==> src/rtl/wb_trace_buffer_pkg.sv <==
// Shared definitions for the writeback trace buffer: default widths and
// the capture state encoding.
package wb_trace_buffer_pkg;

    localparam int unsigned REG_W_DEF  = 5;
    localparam int unsigned DATA_W_DEF = 32;

    typedef enum logic [1:0] {
        TR_IDLE    = 2'd0,
        TR_CAPTURE = 2'd1,
        TR_DONE    = 2'd2
    } tr_state_e;

endpackage

==> src/rtl/wb_trace_buffer_fifo_mem.sv <==
// Trace entry storage: synchronous write, registered read with write-to-read
// bypass so an entry written into the head slot is visible one edge later.
module wb_trace_buffer_fifo_mem #(
    parameter int unsigned WIDTH = 69,
    parameter int unsigned DEPTH = 16,
    parameter int unsigned AW    = $clog2(DEPTH)
) (
    input  logic             clk_i,
    input  logic             rst_ni,
    input  logic             we_i,
    input  logic [AW-1:0]    waddr_i,
    input  logic [WIDTH-1:0] wdata_i,
    input  logic [AW-1:0]    raddr_i,
    output logic [WIDTH-1:0] rdata_o
);

    logic [WIDTH-1:0] mem_q [DEPTH];
    logic [WIDTH-1:0] rdata_q;

    always_ff @(posedge clk_i) begin
        if (we_i) begin
            mem_q[waddr_i] <= wdata_i;
        end
    end

    always_ff @(posedge clk_i or negedge rst_ni) begin
        if (!rst_ni) begin
            rdata_q <= '0;
        end else if (we_i && (waddr_i == raddr_i)) begin
            rdata_q <= wdata_i;
        end else begin
            rdata_q <= mem_q[raddr_i];
        end
    end

    assign rdata_o = rdata_q;

endmodule

==> src/rtl/wb_trace_buffer.sv <==
// Writeback trace buffer: captures (reg, data, cycle stamp) events into a
// circular buffer drained through a valid/ready port, plus cycle/flush/stall counters.
module wb_trace_buffer
    import wb_trace_buffer_pkg::*;
#(
    parameter int unsigned  DATA_W  = DATA_W_DEF,
    parameter int unsigned  REG_W   = REG_W_DEF,
    parameter int unsigned  DEPTH   = 16,
    parameter int unsigned  CNT_W   = 32,
    parameter bit           SKIP_R0 = 1'b1,
    localparam int unsigned AW      = $clog2(DEPTH),
    localparam int unsigned LW      = AW + 1
) (
    input  logic              clk_i,
    input  logic              rst_ni,
    input  logic              reg_write_i,
    input  logic [REG_W-1:0]  write_reg_i,
    input  logic [DATA_W-1:0] write_data_i,
    input  logic              flush_pulse_i,
    input  logic              pc_write_i,
    input  logic              arm_i,
    input  logic              stop_on_full_i,
    input  logic [LW-1:0]     post_count_i,
    input  logic              rd_ready_i,
    output logic              rd_valid_o,
    output logic [REG_W-1:0]  rd_reg_o,
    output logic [DATA_W-1:0] rd_data_o,
    output logic [CNT_W-1:0]  rd_cycle_o,
    output logic [LW-1:0]     level_o,
    output logic              overflow_o,
    output logic              busy_o,
    output logic [CNT_W-1:0]  cycle_count_o,
    output logic [CNT_W-1:0]  flush_count_o,
    output logic [CNT_W-1:0]  stall_count_o
);

    localparam int unsigned EW = REG_W + DATA_W + CNT_W;

    tr_state_e        state_q, state_d;
    logic [AW-1:0]    head_q, head_d, tail_q, tail_d;
    logic [LW-1:0]    level_q, level_d, cap_cnt_q, cap_cnt_d;
    logic             ovf_q, ovf_d;
    logic [CNT_W-1:0] cycle_q, cycle_d, flush_q, flush_d, stall_q, stall_d;

    logic          ev, rd_valid, pop, full, capturing;
    logic          push, ovwr, drop, we, hit_post;
    logic [EW-1:0] rdata;

    assign ev        = reg_write_i && !(SKIP_R0 && (write_reg_i == '0));
    assign rd_valid  = (level_q != '0);
    assign pop       = rd_valid && rd_ready_i;
    assign full      = (level_q == LW'(DEPTH));
    assign capturing = (state_q == TR_CAPTURE);
    // A pop in the same cycle frees the head slot, so a full buffer still accepts the push.
    assign push      = capturing && ev && (!full || pop);
    assign ovwr      = capturing && ev && full && !pop && !stop_on_full_i;
    assign drop      = capturing && ev && full && !pop && stop_on_full_i;
    assign we        = push || ovwr;
    assign hit_post  = (post_count_i != '0) && ((cap_cnt_q + LW'(1)) == post_count_i);

    always_comb begin
        state_d   = state_q;
        head_d    = head_q;
        tail_d    = tail_q;
        level_d   = level_q;
        ovf_d     = ovf_q;
        cap_cnt_d = cap_cnt_q;

        if (we) begin
            tail_d    = tail_q + AW'(1);
            cap_cnt_d = cap_cnt_q + LW'(1);
        end
        if (pop || ovwr) begin
            head_d = head_q + AW'(1);
        end
        if (push && !pop) begin
            level_d = level_q + LW'(1);
        end else if (pop && !push) begin
            level_d = level_q - LW'(1);
        end
        if (ovwr || drop) begin
            ovf_d = 1'b1;
        end

        unique case (state_q)
            TR_IDLE, TR_DONE: begin
                if (arm_i) begin
                    state_d   = TR_CAPTURE;
                    ovf_d     = 1'b0;
                    cap_cnt_d = '0;
                end
            end
            TR_CAPTURE: begin
                if (arm_i) begin
                    cap_cnt_d = '0;
                end else if (drop || (we && hit_post)) begin
                    state_d = TR_DONE;
                end
            end
            default: state_d = TR_IDLE;
        endcase
    end

    always_comb begin
        cycle_d = (&cycle_q) ? cycle_q : cycle_q + CNT_W'(1);
        flush_d = (flush_pulse_i && !(&flush_q)) ? flush_q + CNT_W'(1) : flush_q;
        stall_d = (!pc_write_i && !(&stall_q)) ? stall_q + CNT_W'(1) : stall_q;
    end

    always_ff @(posedge clk_i or negedge rst_ni) begin
        if (!rst_ni) begin
            state_q   <= TR_IDLE;
            head_q    <= '0;
            tail_q    <= '0;
            level_q   <= '0;
            ovf_q     <= 1'b0;
            cap_cnt_q <= '0;
            cycle_q   <= '0;
            flush_q   <= '0;
            stall_q   <= '0;
        end else begin
            state_q   <= state_d;
            head_q    <= head_d;
            tail_q    <= tail_d;
            level_q   <= level_d;
            ovf_q     <= ovf_d;
            cap_cnt_q <= cap_cnt_d;
            cycle_q   <= cycle_d;
            flush_q   <= flush_d;
            stall_q   <= stall_d;
        end
    end

    // Reading at the next head pointer keeps the registered output aligned with head_q.
    wb_trace_buffer_fifo_mem #(
        .WIDTH (EW),
        .DEPTH (DEPTH),
        .AW    (AW)
    ) u_mem (
        .clk_i   (clk_i),
        .rst_ni  (rst_ni),
        .we_i    (we),
        .waddr_i (tail_q),
        .wdata_i ({write_reg_i, write_data_i, cycle_q}),
        .raddr_i (head_d),
        .rdata_o (rdata)
    );

    assign rd_valid_o    = rd_valid;
    assign rd_reg_o      = rd_valid ? rdata[EW-1 -: REG_W]    : '0;
    assign rd_data_o     = rd_valid ? rdata[CNT_W +: DATA_W]  : '0;
    assign rd_cycle_o    = rd_valid ? rdata[CNT_W-1:0]        : '0;
    assign level_o       = level_q;
    assign overflow_o    = ovf_q;
    assign busy_o        = capturing;
    assign cycle_count_o = cycle_q;
    assign flush_count_o = flush_q;
    assign stall_count_o = stall_q;

endmodule
==> config.mk <==
export PLATFORM = sky130hd
export DESIGN_NAME = wb_trace_buffer
export DESIGN_NICKNAME = d
export VERILOG_FILES = /design/src/rtl/wb_trace_buffer_pkg.sv /design/src/rtl/wb_trace_buffer_fifo_mem.sv /design/src/rtl/wb_trace_buffer.sv
export SDC_FILE = /design/constraint.sdc
export NUM_CORES = 1
export LEC_CHECK = 0
export BUFFER_PORTS_ARGS = -buffer_cell sky130_fd_sc_hd__buf_2
export CORE_MARGIN = 2
export CORE_UTILIZATION = 55
export DETAILED_ROUTE_END_ITERATION = 10
export PLACE_DENSITY = 0.8
export SYNTH_ARGS = -nofsm -noshare
export SYNTH_HDL_FRONTEND = slang
export SYNTH_SLANG_ARGS = --single-unit
==> constraint.sdc <==
create_clock -name clk_i -period 11.45 [get_ports clk_i]
set_input_delay 2.29 -clock clk_i [delete_from_list [all_inputs] [get_ports clk_i]]
set_output_delay 2.29 -clock clk_i [all_outputs]
set_load 0.005 [all_outputs]
# [After elaboration in Yosys (flattened, before gate mapping)]
# Memory sizes are Yosys's and may differ from the RTL's. A register that Yosys moved wholly into a read port is not among the register bits.
# Index checks and enable logic that the tools add are counted.
[classes] n_addsub=8 shift=0 n_div=0 n_reduce_logical=39 order_cmp=0 muxes=18 n_mul=0 eq_ne=7 bitwise_logic=0
[op_table] cell="adder 32 x 1 -> 32 bit, second input constant" n=3
[op_table] cell="AND reduction 32 bit" n=3
[op_table] cell="two-way mux 32 bit" n=2
[op_table] cell="two-way mux 5 bit" n=6
[op_table] cell="logical AND 1 bit" n=14
[op_table] cell="adder 5 x 1 -> 5 bit, second input constant" n=2
[op_table] cell="nonzero test 5 bit" n=2
[op_table] cell="zero test 1 bit" n=9
[op_table] cell="adder 4 x 1 -> 4 bit, second input constant" n=2
[op_table] cell="two-way mux 2 bit" n=3
[op_table] cell="equality test 5 bit" n=1
[op_table] cell="equality test 5 bit, second input constant" n=1
[op_table] cell="zero test 5 bit" n=1
[op_table] cell="logical OR 1 bit" n=5
[op_table] cell="two-way mux 1 bit" n=5
[op_table] cell="subtractor 5 x 1 -> 5 bit, second input constant" n=1
[op_table] cell="two-way mux 4 bit" n=1
[op_table] cell="inequality test 2 bit, second input constant" n=2
[op_table] cell="one-hot mux 2 bit (2 select lines)" n=1
[op_table] cell="AND reduction 3 bit" n=1
[op_table] cell="OR reduction 3 bit" n=1
[op_table] cell="equality test 2 x 1 -> 1 bit, second input constant" n=1
[op_table] cell="equality test 2 bit, second input constant" n=1
[op_table] cell="zero test 2 bit" n=1
[op_table] cell="other kinds (3)" n=3
[totals] input_bits=50 regBits=117 romBits=0 word_cells=82 mem_bits_rw=1104 latch_bits=0 memories=1
[memory_table] name="u_mem.mem_q" depth=16 width=69 rd=1 rd_ports_with_merged_regs=1 write_ports=1 line="wb_trace_buffer_fifo_mem.sv:17" text="logic [WIDTH-1:0] mem_q [DEPTH];"

# [Longest topological paths before layout]
# Gate-level depths: netlist of the first run.
[depth] word_depth=13 ltp_mapped=14 ltp_nobuf=11

# [Modules after synthesis]
# A second synthesis of the first run with hierarchy kept.
[hier_totals] cells_unflattened=2471 area_unflattened_um2=50059.3
[modules_own_cells] module="wb_trace_buffer_fifo_mem" seq_area_each_um2=34878.5 instances=1 cells_per_inst=1859 area_each_um2=43869.6
[modules_own_cells] module="wb_trace_buffer" seq_area_each_um2=2927.8 instances=1 cells_per_inst=612 area_each_um2=6189.7

# [Least setup slack after synthesis of the first run]
# No wires, ideal clock.
[synth_path] kind="in2reg" start="in write_reg_i[2]" end="mem u_mem.mem_q[3][0], enable pin" path_stages=6 t_required_ns=10.869 arrival_ns=8.100 path_slack_ns=2.770 setup_time_ns=0.581 cell_sequence="or4_1 -> o211ai_1 -> a21oi_1 -> clkbuf_1 -> nand2_1 -> nor3_1"
[synth_via] elab_chain_cells=10 elab_cells_between_ends=11
[synth_rtl] element="start: declaration" line="wb_trace_buffer.sv:17" text="input logic [REG_W-1:0] write_reg_i,"
[synth_rtl] element="zero test 5 bit *" line="wb_trace_buffer.sv:49" text="assign ev = reg_write_i && !(SKIP_R0 && (write_reg_i == '0));"
[synth_rtl] element="zero test 1 bit *" line="wb_trace_buffer.sv:49"
[synth_rtl] element="logical AND 1 bit *" line="wb_trace_buffer.sv:49"
[synth_rtl] element="logical AND 1 bit *" line="wb_trace_buffer.sv:55, wb_trace_buffer.sv:56"
[synth_rtl] element="logical AND 1 bit (3 in series)" line="wb_trace_buffer.sv:56" text="assign ovwr = capturing && ev && full && !pop && !stop_on_full_i;"
[synth_rtl] element="logical OR 1 bit *" line="wb_trace_buffer.sv:58" text="assign we = push || ovwr;"
[synth_rtl] element="two-way mux 1 bit *" line="wb_trace_buffer_fifo_mem.sv:21" text="if (we_i) begin"
[synth_rtl] element="two-way mux 1 bit (not written as such) *" line="wb_trace_buffer_fifo_mem.sv:22" text="mem_q[waddr_i] <= wdata_i;"
[synth_rtl] element="end: declaration" line="wb_trace_buffer_fifo_mem.sv:17"
# Mark *: on every way between the ends. The rest lies on a longest branch, timed or not.

# [Worst setup path in the final report of the first run]
[layout_path] start="in write_reg_i[1]" end="reg u_mem.rdata_q[42], in the netlist u_mem.rdata_o[42] (read register of u_mem.mem_q)"
[layout_via] elab_chain_cells=9
[layout_rtl] element="zero test 5 bit" line="wb_trace_buffer.sv:49"
[layout_rtl] element="zero test 1 bit" line="wb_trace_buffer.sv:49"
[layout_rtl] element="logical AND 1 bit" line="wb_trace_buffer.sv:49"
[layout_rtl] element="logical AND 1 bit (4 in series)" line="wb_trace_buffer.sv:56"
[layout_rtl] element="logical OR 1 bit" line="wb_trace_buffer.sv:73" text="if (pop || ovwr) begin"
[layout_rtl] element="two-way mux 4 bit" line="wb_trace_buffer.sv:73"
[layout_rtl] element="end: declaration" line="wb_trace_buffer_fifo_mem.sv:18" text="logic [WIDTH-1:0] rdata_q;"
# Every way passes these cells.
# A chain may end at the register's enable or synchronous reset.

==> results of run 1 <==
[worst paths after layout]
path	startpoint	endpoint	slack, ns
worst min register to register	flush_count_o[6]	flush_count_o[6]	0.49
worst max-delay path	write_reg_i[1]	u_mem.rdata_o[42]	5.05
max in group asynchronous	rst_ni	u_mem.rdata_o[63]	7.53
worst min-delay path	flush_count_o[6]	flush_count_o[6]	0.49
min in group asynchronous	rst_ni	stall_count_o[9]	1.56
worst max register to register	level_o[0]	u_mem.rdata_o[42]	6.22
[state kept, by name, summed over array words and instances (netlist names)]
signal,flops
cap_cnt_q,5
tail_q,4
u_mem.rdata_o,69
u_mem.mem_q,1104
head_q,4
level_o,5
overflow_o,1
cycle_count_o,32
stall_count_o,32
state_q,2
flush_count_o,32
[critical path, stage by stage]
cell and delay (ns):
buf_2 0.20, or4_1 0.57, o211a_1 0.36, a21oi_4 0.36
xnor2_4 0.19, buf_4 0.82, buf_4 0.84, mux2_2 0.42
a222oi_1 0.40, o211ai_1 0.17, a22o_1 0.23
[report_power, final]
| part | switching, µW | internal, µW | total (µW) |
|---|---|---|---|
| combinational | 3030 | 1910 | 4940 |
| sequential | 234 | 5660 | 5900 |
| clock | 1730 | 2230 | 3960 |
| total | 4990 | 9800 | 14800 |
[layout by cell type, fill, tap and decap left out, drive strengths merged, types with 69 or more instances in the layout]
master	n
edfxtp	1104
dfrtp	186
and3	84
mux2	204
o22ai	141
buf	282
nand2	222
and2	76
o21ai	78
xnor2	77
mux2i	141
clkbuf	177
o211ai	69
[cells by family (layout without fill, tap and decap cells)]
| family | after synthesis | after routing | share of synthesized area, % |
|---|---|---|---|
| xor gates and xnor gates | 114 | 114 | 2.00 |
| buffers and inverters | 194 | 530 | 1.59 |
| adders and majority gates | 14 | 14 | 0.363 |
| AOI/OAI and AO/OA | 526 | 526 | 7.77 |
| other | 0 | 5 | 0 |
| DFF | 1290 | 1290 | 75.2 |
| and+or+nand+nor | 562 | 562 | 5.61 |
| muxes | 347 | 347 | 7.47 |
[stage by stage]
| stage | worst slack, ns | hold slack, ns | utilization (%) | instance area (µm²) | std cells |
|---|---|---|---|---|---|
| finish | 5.05 | 0.486 | 62.9 | 56800 | 4564 |
| global route | 4.92 | 0.501 | 62.9 | 56800 | 4562 |
| global placement | 4.61 | 0.469 | 58.6 | 52900 | 4327 |
| CTS | 5.17 | 0.488 | 62.9 | 56800 | 4559 |
| floorplan | 2.77 | 0.463 | - | 50300 | 3047 |
| detailed placement | 4.48 | 0.477 | 58.6 | 52900 | 4327 |
[per-layer routing]
| layer | wire length, µm | up-vias | global-route usage, % |
|---|---|---|---|
| met3 | 12900 | 240 | 5.00 |
| li1 | - | 12500 | - |
| met1 | 48500 | 15000 | 35.8 |
| met4 | 3270 | 6 | 8.61 |
| met5 | 23 | - | 0 |
| met2 | 59700 | 1740 | 42.4 |
[area by class of cell]
type | count | area (µm²)
Sequential cell | 1290 | 37800
Fill cell | 6066 | 33500
Multi-Input combinational cell | 1563 | 11900
Clock buffer | 177 | 3400
Timing Repair Buffer | 282 | 1600
Tap cell | 1176 | 1470
Clock inverter | 55 | 546
Inverter | 16 | 61.3
Antenna cell | 5 | 12.5
==> impl_metrics.toml, run 1 <==
[sta]
skew_ns = 0.0419
worstMarginPinSlew_ns = 1.23
max_slew_margin_pct = 17.5
fmax_mhz = 156
fin_crit_ns = 6.40
hold_violations = 0
rsz0062_at_grt = "false"
setup_viol = 0
fin_crit_sh_pct = 55.9
fin_tns_setup_ns = 0
maxSlewViolCount = 0

[setup_path]
crit_path_end_kind = "flip-flop"
cp_data_arrival_time_ns = 6.98
path_class = "in -> reg"
cp-start-kind = "primary input"
cp_max_fo = 68
r2r_cells = 10
required_ns = 12.03

[grt]
grt_pass1_wl_mm = 184
grt_overflow_total = 0
antenna_found_initial = 10
grt_pass1_vias = 29500
grtUsageTotal_pct = 26.1
grt_max_degree = 145

[floorplanning]
fp.dieH_um = 306
io_pins = 223
die_width_um = 306
die_area_mm2 = 0.0938
core_area_mm2 = 0.0903
rows = 110
initial_core_util_pct = 55.7

[route]
drt.antenna.violating_nets = 0
wl_mm = 124
drt_iter0_drc = 3741
viasPerCell = 6.46
firstDrtPassIters = 8
avgRoutedWirePerCell_um = 27.2
drc = 0
detailroute.via_count = 29500

[clock_tree]
clk_path_buf_depth = 3
root_buffer = "clkbuf_16"
cts_hold_buf = 0
cts_resized = 0
htree_levels = 3
cts_made_buffers = 121
clock_latency_ns = 0.72
cts.sinks = 1290
cts_tree = "built"
clkTransAtPathRegs_ns = 0.06
postCtsSetupBuffers = 0

[finish]
fin_nets = 3338
drive_gt1_share_pct = 20.6
area_delta_synth_final_pct = 13.1

[pwr]
power_density_mw_per_mm2 = 260
power_uw = 14800
p_leak_uw = 0.0197
peakVddDrop_mv = 0.350

[hold_path]
whs_path_depth = 1
hold_path.class = "reg -> reg"

[placed_design]
gp_congestion = 0.805
portBuffers = 222
hpwl_mm = 62.6

[synthesis]
syn-num-nets = 3111
syn-instance-count = 3047
yosysWarnings = 0
ys.flop_type = "edfxtp_1"
postSynth.asyncResetShare_pct = 14.4
post-synth-top-count-cell = "edfxtp_1"
synth_edf_count = 1104
yosysTopAreaCell = "edfxtp_1"
synth.area.top_cells = "edfxtp_1 66%, dfrtp_1 9.3%, mux2_2 4.5%, mux2i_1 2.8%, o22ai_1 1.8%"
netlist_area_mm2 = 0.0503
seq_area_frac_synth_pct = 75.2
postSynthAreaPerCell_um2 = 16.5
synth_top_area_share_pct = 65.9
synth_cell_types = 64
ys_seq_elements = 1290
synth_common_cells = "1104 x edfxtp_1, 222 x nand2_1, 203 x mux2_2, 186 x dfrtp_1"

[flow_run]
max_cap_viol_count = 0

[outcome]
status = "finished, final reports clean"
(Power assumes the default switching activity.)
==> run 2: changes to the inputs <==
- PLACE_DENSITY: 0.8 -> 0.83
- clock period: 11.45 -> 5.7 ns (I/O delays scaled with it)
==> run 2 against run 1 <==
Effect of this change: first-iteration DRC count grew 8.4%; non-clock buffer count rose by 21; utilization is 0.77 points higher; final cell count up 0.31%; clock skew fell by 0.021 ns; die area is the same.
==> impl_metrics.toml, run 2 (synthesis gave the netlist of run 1 again) <==
[sta]
max_slew_margin_pct = 20.5
skew_ns = 0.0213
hold_violations = 0
setup_viol = 0
whs_ns = 0.450
fin_crit_ns = 4.68
worstMarginPinSlew_ns = 1.19
rsz0062_at_grt = "false"
fmax_mhz = 214
fin_tns_setup_ns = 0
fin_crit_sh_pct = 82.1
maxSlewViolCount = 0

[route]
wl_mm = 127
drt_iter0_drc = 4056
drt.antenna.violating_nets = 0
avgRoutedWirePerCell_um = 27.8
detailroute.via_count = 30100
drc = 0
viasPerCell = 6.57
firstDrtPassIters = 6

[clock_tree]
cts_hold_buf = 0
cts_made_buffers = 119
htree_levels = 3
cts.sinks = 1290
root_buffer = "clkbuf_16"
clkTransAtPathRegs_ns = 0.07
cts_resized = 0
clk_path_buf_depth = 3
cts_tree = "built"
clock_latency_ns = 0.72
postCtsSetupBuffers = 0

[pwr]
peakVddDrop_mv = 0.617
p_comb_share_pct = 33.3
p_leak_uw = 0.0201
p_int_uw = 20300
p_switching_uw = 10300
power_uw = 30600
power_density_mw_per_mm2 = 532
power.share.switching_pct = 33.6
power_frac_clock_pct = 27.7
p_seq_share_pct = 38.9

[finish]
largest_reg_flops = 1104
fin_cells = 4578
final_cell_mix = "1104 x edfxtp_1, 221 x nand2_1, 221 x buf_2"
fin_nets = 3357
area_delta_synth_final_pct = 14.4
drive_gt1_share_pct = 21.9
regMostFlops = "u_mem.mem_q"
layout_commonest_cell = "edfxtp_1"

[placed_design]
dp.cells = 4348
portBuffers = 222
gp_congestion = 0.862
hpwl_mm = 68.2

[grt]
antenna_found_initial = 11
grt_overflow_total = 0
grt_pass1_wl_mm = 189
grtUsageTotal_pct = 26.9
grt_max_degree = 103
grt_pass1_vias = 30200

[outcome]
status = "finished, final reports clean"

[setup_path]
critPathSlowestCell = "a32o_4"
path_class = "reg -> reg"
cp_data_arrival_time_ns = 5.27
crit_path_end_kind = "flip-flop"
max_stage_delay_ns = 0.81
cp_max_fo = 38
cp-start-kind = "flip-flop"
worstPathCellList = "nor2b_1 -> o211a_1 -> a21o_1 -> a32o_4 -> nor2b_4 -> buf_4 -> a32oi_1 -> and3_1 -> a22o_1"
required_ns = 6.29

[floorplanning]
initial_core_util_pct = 55.7
rows = 110
io_pins = 223
fp.dieH_um = 306
core_area_mm2 = 0.0903
die_area_mm2 = 0.0938
die_width_um = 306

[hold_path]
hold_path.class = "in -> async"

[flow_run]
max_cap_viol_count = 0
[run 2: cell types whose count changed in the layout (fill, tap and decap cells not counted), moves of 3 or more]
cell        previous run  this run
nor3_4                 0         4
clkinvlp_4             6        12
buf_12                 2        21
clkinv_2              17        31
clkbuf_1              41        14
clkbuf_16            122       119
clkinv_1              17        11
clkbuf_8              14         8
nor3_2                 4         0
bufinv_16              7        21
[run 2: through the flow]
| stage | setup slack, ns | area [µm²] | utilization, % |
|---|---|---|---|
| 2_1_floorplan | 0.0202 | 50300 | - |
| 6_report | 1.02 | 57500 | 63.7 |
| 5_1_grt | 0.976 | 57500 | 63.7 |
| 4_1_cts | 1.28 | 57500 | 63.7 |
| 3_3_place_gp | 0.762 | 53300 | 59.0 |
| 3_5_place_dp | 0.625 | 53300 | 59.0 |
[run 2: cell type report]
| class | count | area [µm²] |
|---|---|---|
| Sequential cell | 1290 | 37800 |
| Clock inverter | 84 | 1080 |
| Antenna cell | 5 | 12.5 |
| Inverter | 16 | 61.3 |
| Timing Repair Buffer | 303 | 1990 |
| Fill cell | 5884 | 32800 |
| Clock buffer | 141 | 3140 |
| Tap cell | 1176 | 1470 |
| Multi-Input combinational cell | 1563 | 12000 |
[run 2: power groups by stage]
| stage | Sequential (µW) | Combinational [µW] | Clock [µW] |
|---|---|---|---|
| 2_1_floorplan | 11900 | 6550 | 0 |
| 3_3_place_gp | 12000 | 9590 | 0 |
| 3_5_place_dp | 12100 | 9930 | 0 |
| 4_1_cts | 11900 | 10100 | 8540 |
| 5_1_grt | 12000 | 10700 | 8920 |
| 6_report | 11900 | 10200 | 8480 |
[run 2: final timing paths]
| check | depth (start not counted) | slack, ns | to | from |
|---|---|---|---|---|
| min | 1 | 0.45 | stall_count_o[24] | rst_ni |
| max in group asynchronous | 2 | 4.02 | level_o[2] | rst_ni |
| max reg2reg | 9 | 1.02 | u_mem.rdata_o[38] | state_q[0] |
| max | 9 | 1.02 | u_mem.rdata_o[38] | state_q[0] |
| min in group clk_i | 1 | 0.49 | stall_count_o[5] | stall_count_o[5] |
| min reg2reg | 1 | 0.49 | stall_count_o[5] | stall_count_o[5] |
[run 2: worst max-delay path: cells and delay by family (launching register included)]
family / cells / cell delay, ns
buffers and inverters: 1 / 0.54
AO/OA/AOI/OAI: 5 / 2.20
flip-flops: 1 / 0.40
AND/OR/NAND/NOR: 3 / 1.37
[run 2: routing by layer]
layer / share of wire (%) / global-route usage (%) / wire [µm]
met5: 0.020 / 0 / 25
met4: 3.7 / 11.2 / 4760
met3: 12 / 5.58 / 15300
met2: 48 / 43.6 / 61000
met1: 36 / 35.6 / 46400
